**src/rtl/led_seq_ctrl.sv**
```systemverilog
// led_seq_ctrl: command-driven sequencer for the four-LED bar (D1-D4) and the
// RUN status LED (D5). A valid/ready command selects one of five fixed
// animations and its step rate. A one-cycle LOAD state seeds the pattern and
// restarts the timebase before the new animation runs.
module led_seq_ctrl #(
  parameter int unsigned TICK_DIV = 120000
) (
  input  logic       clk,
  input  logic       rst,
  input  logic       cmd_valid,
  output logic       cmd_ready,
  input  logic [2:0] cmd_mode,
  input  logic [3:0] cmd_speed,
  output logic       D1,
  output logic       D2,
  output logic       D3,
  output logic       D4,
  output logic       D5
);

  localparam int unsigned DIV_W = $clog2(TICK_DIV);
  localparam logic [DIV_W-1:0] DIV_LAST = DIV_W'(TICK_DIV - 1);

  localparam logic [2:0] MODE_OFF    = 3'd0;
  localparam logic [2:0] MODE_ROT_L  = 3'd1;
  localparam logic [2:0] MODE_ROT_R  = 3'd2;
  localparam logic [2:0] MODE_BOUNCE = 3'd3;
  localparam logic [2:0] MODE_BLINK  = 3'd4;
  localparam logic [2:0] MODE_FILL   = 3'd5;

  typedef enum logic [1:0] {
    ST_IDLE = 2'd0,
    ST_LOAD = 2'd1,
    ST_RUN  = 2'd2
  } state_e;

  state_e           state_q, state_d;
  logic [2:0]       mode_q, mode_d;
  logic [3:0]       speed_q, speed_d;
  logic [DIV_W-1:0] div_q, div_d;
  logic [3:0]       stepcnt_q, stepcnt_d;
  logic             dir_right_q, dir_right_d;
  logic [3:0]       pat_q, pat_d;
  logic             d5_q, d5_d;
  logic             ready_q, ready_d;

  logic             accept;
  logic             tick;
  logic             step;
  logic             mode_legal;
  logic [4:0]       next_dir_pat;

  // Pattern loaded in LOAD for a given mode; OFF and illegal modes blank the bar.
  function automatic logic [3:0] seed_of(input logic [2:0] mode);
    case (mode)
      MODE_ROT_L:  return 4'b0001;
      MODE_ROT_R:  return 4'b1000;
      MODE_BOUNCE: return 4'b0001;
      MODE_BLINK:  return 4'b1111;
      MODE_FILL:   return 4'b0000;
      default:     return 4'b0000;
    endcase
  endfunction

  // One animation step; returns {dir_right, pattern}. BOUNCE reverses at the
  // ends without dwelling on the end LED.
  function automatic logic [4:0] advance(input logic [2:0] mode,
                                         input logic [3:0] pat,
                                         input logic       dir_right);
    case (mode)
      MODE_ROT_L:  return {dir_right, pat[2:0], pat[3]};
      MODE_ROT_R:  return {dir_right, pat[0], pat[3:1]};
      MODE_BOUNCE: begin
        if (!dir_right && (pat == 4'b1000)) begin
          return {1'b1, 4'b0100};
        end else if (dir_right && (pat == 4'b0001)) begin
          return {1'b0, 4'b0010};
        end else if (dir_right) begin
          return {dir_right, 1'b0, pat[3:1]};
        end else begin
          return {dir_right, pat[2:0], 1'b0};
        end
      end
      MODE_BLINK:  return {dir_right, ~pat};
      MODE_FILL:   return (pat == 4'b1111) ? {dir_right, 4'b0000}
                                           : {dir_right, pat[2:0], 1'b1};
      default:     return {dir_right, pat};
    endcase
  endfunction

  assign accept       = cmd_valid && ready_q;
  assign tick         = (div_q == DIV_LAST);
  assign step         = tick && (stepcnt_q == speed_q);
  assign mode_legal   = (mode_q != MODE_OFF) && (mode_q <= MODE_FILL);
  assign next_dir_pat = advance(mode_q, pat_q, dir_right_q);

  // Next-state logic: command capture, LOAD seeding, timebase and stepping.
  always_comb begin
    state_d     = state_q;
    mode_d      = mode_q;
    speed_d     = speed_q;
    div_d       = div_q;
    stepcnt_d   = stepcnt_q;
    dir_right_d = dir_right_q;
    pat_d       = pat_q;
    d5_d        = d5_q;
    ready_d     = ready_q;
    case (state_q)
      ST_IDLE: begin
        div_d     = '0;
        stepcnt_d = 4'd0;
        if (accept) begin
          state_d = ST_LOAD;
          mode_d  = cmd_mode;
          speed_d = cmd_speed;
          ready_d = 1'b0;
        end else begin
          state_d = ST_IDLE;
        end
      end
      ST_LOAD: begin
        div_d       = '0;
        stepcnt_d   = 4'd0;
        dir_right_d = 1'b0;
        pat_d       = seed_of(mode_q);
        d5_d        = mode_legal;
        ready_d     = 1'b1;
        state_d     = mode_legal ? ST_RUN : ST_IDLE;
      end
      ST_RUN: begin
        if (accept) begin
          // Preemption: a coincident step is dropped, LOAD reseeds anyway.
          state_d = ST_LOAD;
          mode_d  = cmd_mode;
          speed_d = cmd_speed;
          ready_d = 1'b0;
        end else begin
          div_d = tick ? '0 : (div_q + DIV_W'(1));
          if (step) begin
            stepcnt_d   = 4'd0;
            dir_right_d = next_dir_pat[4];
            pat_d       = next_dir_pat[3:0];
          end else if (tick) begin
            stepcnt_d = stepcnt_q + 4'd1;
          end else begin
            stepcnt_d = stepcnt_q;
          end
        end
      end
      default: begin
        state_d = ST_IDLE;
        ready_d = 1'b1;
      end
    endcase
  end

  // State and datapath registers with synchronous reset.
  always_ff @(posedge clk) begin
    if (rst) begin
      state_q     <= ST_IDLE;
      mode_q      <= MODE_OFF;
      speed_q     <= 4'd0;
      div_q       <= '0;
      stepcnt_q   <= 4'd0;
      dir_right_q <= 1'b0;
      pat_q       <= 4'b0000;
      d5_q        <= 1'b0;
      ready_q     <= 1'b1;
    end else begin
      state_q     <= state_d;
      mode_q      <= mode_d;
      speed_q     <= speed_d;
      div_q       <= div_d;
      stepcnt_q   <= stepcnt_d;
      dir_right_q <= dir_right_d;
      pat_q       <= pat_d;
      d5_q        <= d5_d;
      ready_q     <= ready_d;
    end
  end

  assign cmd_ready = ready_q;
  assign D1        = pat_q[0];
  assign D2        = pat_q[1];
  assign D3        = pat_q[2];
  assign D4        = pat_q[3];
  assign D5        = d5_q;

endmodule

```
**config.mk**
```make
export PLATFORM = sky130hd
export DESIGN_NAME = led_seq_ctrl
export DESIGN_NICKNAME = d
export VERILOG_FILES = /design/src/rtl/led_seq_ctrl.sv
export SDC_FILE = /design/constraint.sdc
export NUM_CORES = 1
export LEC_CHECK = 0
export CAP_MARGIN = 20
export CORE_MARGIN = 4
export CORE_UTILIZATION = 52
export CTS_BUF_LIST = sky130_fd_sc_hd__clkbuf_4 sky130_fd_sc_hd__clkbuf_8 sky130_fd_sc_hd__clkbuf_16
export CTS_CLUSTER_SIZE = 20
export DETAILED_ROUTE_END_ITERATION = 8
export HOLD_SLACK_MARGIN = 0.12
export MAX_ROUTING_LAYER = met4
export PLACE_DENSITY = 0.75
export REMOVE_ABC_BUFFERS = 1
export SLEW_MARGIN = 40
export SYNTH_ARGS = -nofsm -noshare
export SYNTH_HDL_FRONTEND = slang
export SYNTH_SLANG_ARGS = --single-unit
```
**constraint.sdc**
```tcl
create_clock -name clk -period 2.35 [get_ports clk]
set_clock_uncertainty 0.2 [all_clocks]
set_input_delay 0.235 -clock clk [delete_from_list [all_inputs] [get_ports clk]]
set_output_delay 0.235 -clock clk [all_outputs]
set_load 0.02 [all_outputs]
```
==> reports/qor.txt <==
Status -> completed
Leak pwr -> 0.922 nW
Clock-pin slew of the registers on the worst-case setup and hold paths -> 70 ps
FF+latch count, synth -> 37
Number of top-level pins -> 16
Floorplan die width -> 71.5 um
Critical Path Start Type -> flip-flop
RSZ-0062 raised after global routing -> false
Synthesis-to-layout area growth -> 17.0%
Fraction of layout cells with a size suffix above 1 -> 10.7%
Cell variety after synth -> 45
Sinks on the clock net -> 37
Via-per-instance ratio -> 5.87
Layout Nets -> 298
Worst skew pair latency -> 290 ps
Number of setup violations in the final report -> 0
Power density over the cells -> 541 nW/um2
Deepest clock path buffer count -> 2
Total number of vias -> 1932
GR Util All Layers -> 18.7%
Global-route wire length before repair -> 7630 um
Number of diodes added for antenna fixing -> 0
Total grt overflow -> 0
Post-synth design cell area -> 2090 um2
Placeable core area -> 3770 um2
Fraction of the cycle the final worst path needs -> 96.6%
Initial DRT Pass Iterations -> 4
H-tree depth reported by CTS -> 2
Post-synth top area share -> 35.4%
Remaining antenna violation count after routing -> 0
Maximum vdd drop -> 0.445 mV
Hold WC Path Type -> flip-flop to flip-flop
Final Worst Setup Slack -> 80.6 ps
Synth Warn # -> 0
Worst EP required -> 2380 ps
Number of hold violations in the final report -> 0
DRC violation total after the first TritonRoute iteration -> 238
Number of pins exceeding their max-slew limit in the final report -> 0
Placed wire-length estimate after detailed placement -> 3170 um
Path type of the worst setup path -> flip-flop to flip-flop
Final Wtd Congestion -> 0.867
Transition time at the pin with the least slew margin -> 510 ps
Synth area leader -> dfxtp_1
TritonCTS clock tree -> done
Drc violations -> 0
Post-Syn Instances -> 257
Critical path capture point type -> flip-flop
Worst slew margin relative to its limit -> 65.7%
Min cycle time layout -> 2270 ps
Setup WS pre-CTS -> 39.0 ps
Crit path max fanout -> 5
Maximum Capacitance Violations -> 0
Synth async-reset ratio -> 0%
Most used flip-flop cell after synthesis -> dfxtp_1
Vias in the first global route -> 1689
Slowest-stage cell, CP -> or4_1
Cells taking the most area after synthesis -> dfxtp_1, nor2_1, ha_1, xor2_1, a21oi_1
Pin count of the biggest net entering global routing -> 17
Effective utilization at floorplan -> 55.5%
CTS root buffer -> clkbuf_8
Antenna violations before repair -> 0
Total clock buffers created by CTS -> 5
Data arrival time of the critical path -> 2300 ps
Largest stage delay on the critical path -> 490 ps
Placement row count -> 22
Syn avg cell area -> 8.15 um2
Number of flops mapped to enable cells by yosys -> 0
Area of the die -> 5110 um2
Non-filler cells in the finished layout -> 329
Routed len/inst -> 13.8 um
Buffers on Ports -> 15
Achievable Freq -> 441 MHz
Die height -> 71.5 um
Seq/Total Area, Yosys -> 35.4%
Cells along the critical path -> ha_1 > nand4_1 > o41ai_4 > nand2_2 > or4_1 > a21oi_1
Total Routed Length -> 4540 um
Post-placement cell count -> 319
## logic make-up after synthesis
kind of cell               after synthesis  share of synthesized area, %
xor gates and xnor gates                13                          5.44
adders and majority gates                8                          4.78
buffers and inverters                   25                          4.48
and+or+nand+nor                        107                          26.7
AOI/OAI and AO/OA                       58                          18.8
muxes                                    9                          4.42
DFF                                     37                          35.4
## worst max-delay path: cells and delay by family (launching register included)
kind                     cells  cell delay [ps]
AO/OA/AOI/OAI                2              580
adder cells (fa/ha/maj)      1              230
flip-flops                   1              380
AND/OR/NAND/NOR              3              820
## cell usage in the layout (no fill, tap or decap), types with 3 or more instances in the layout
cell type,count
nand2b_1,6
xor2_1,11
nand4_1,5
dfxtp_1,36
a21oi_1,19
nor4_1,5
nand2_1,17
nand3_1,11
ha_1,7
nand3b_1,4
nor3_1,8
a22oi_1,6
mux2i_1,7
clkdlybuf4s50_1,15
clkbuf_8,5
buf_4,14
or3_1,3
a2bb2oi_1,3
nor2b_1,6
o211ai_1,4
inv_1,11
o21ai_0,10
nor2_1,32
## flip-flops by register name (all words and copies together), names as in the netlist
name         flops
state_q          2
dir_right_q      1
pat_q            4
D5               1
speed_q          4
div_q           17
mode_q           3
cmd_ready        1
stepcnt_q        4
## where the power goes
part           internal (W)  leakage, nW  switching (W)
Clock              0.000217       0.0484       0.000222
Sequential         0.000650        0.301      0.0000410
Combinational     0.0000974        0.573      0.0000985
Total              0.000964        0.922       0.000361
## stage by stage
| stage | hold WS [ps] | util (%) | total power [W] | cell area [um2] | TNS (ps) |
|---|---|---|---|---|---|
| finish | 304 | 65.0 | 0.00133 | 2450 | 0 |
| global route | 318 | 65.0 | 0.00139 | 2450 | 0 |
| CTS | 303 | 64.6 | 0.00133 | 2440 | 0 |
| detailed placement | 288 | 62.3 | 0.000896 | 2350 | 0 |
| global placement | 286 | 62.3 | 0.000893 | 2350 | 0 |
| floorplan | 104 | - | 0.000812 | 2040 | -144 |
## worst paths after layout
path / from / to / slack, ps / depth (start not counted)
worst min register to register: D5 / D5 / 300 / 2
worst max register to register: div_q[1] / stepcnt_q[3] / 80 / 6
worst min-delay path: D5 / D5 / 300 / 2
worst max-delay path: div_q[1] / stepcnt_q[3] / 80 / 6
## routing by layer
| metal | wire length [um] | track usage, % |
|---|---|---|
| met5 | 0 | - |
| met4 | 30 | 5.22 |
| met3 | 296 | 4.21 |
| met2 | 2010 | 27.2 |
| met1 | 2200 | 26.0 |
## synth_stat cells, types with 2 or more instances
cell and count:
dfxtp_1 37, nor2_1 32, a21oi_1 19, nand2_1 16, clkbuf_1 14, inv_1 11, nand3_1 11, xor2_1 11
o21ai_0 10, ha_1 8, nor3_1 8, mux2i_1 7, a22oi_1 6, nand2b_1 6, nor2b_1 6, nand4_1 5
nor4_1 5, nand3b_1 4, o211ai_1 4, a2bb2oi_1 3, or3_1 3, and4_1 2, mux2_2 2, nand4b_1 2
o22ai_1 2, o31ai_1 2, or4_1 2, xnor2_1 2
## timing repair
action | 4_1_cts | 5_1_grt
setup endpoints to repair | 0 | 6
hold buffers | 0 | 0
gates resized for setup | 0 | 2
buffers inserted | 0 | 1
## final cells by class
| cell class | count | area [um2] |
|---|---|---|
| Sequential cell | 37 | 742 |
| Inverter | 11 | 41.3 |
| Clock buffer | 6 | 76.3 |
| Clock inverter | 2 | 10.0 |
| Tap cell | 48 | 60.1 |
| Timing Repair Buffer | 29 | 255 |
| Fill cell | 319 | 1320 |
| Multi-Input combinational cell | 196 | 1270 |
(Power assumes the default switching activity.)
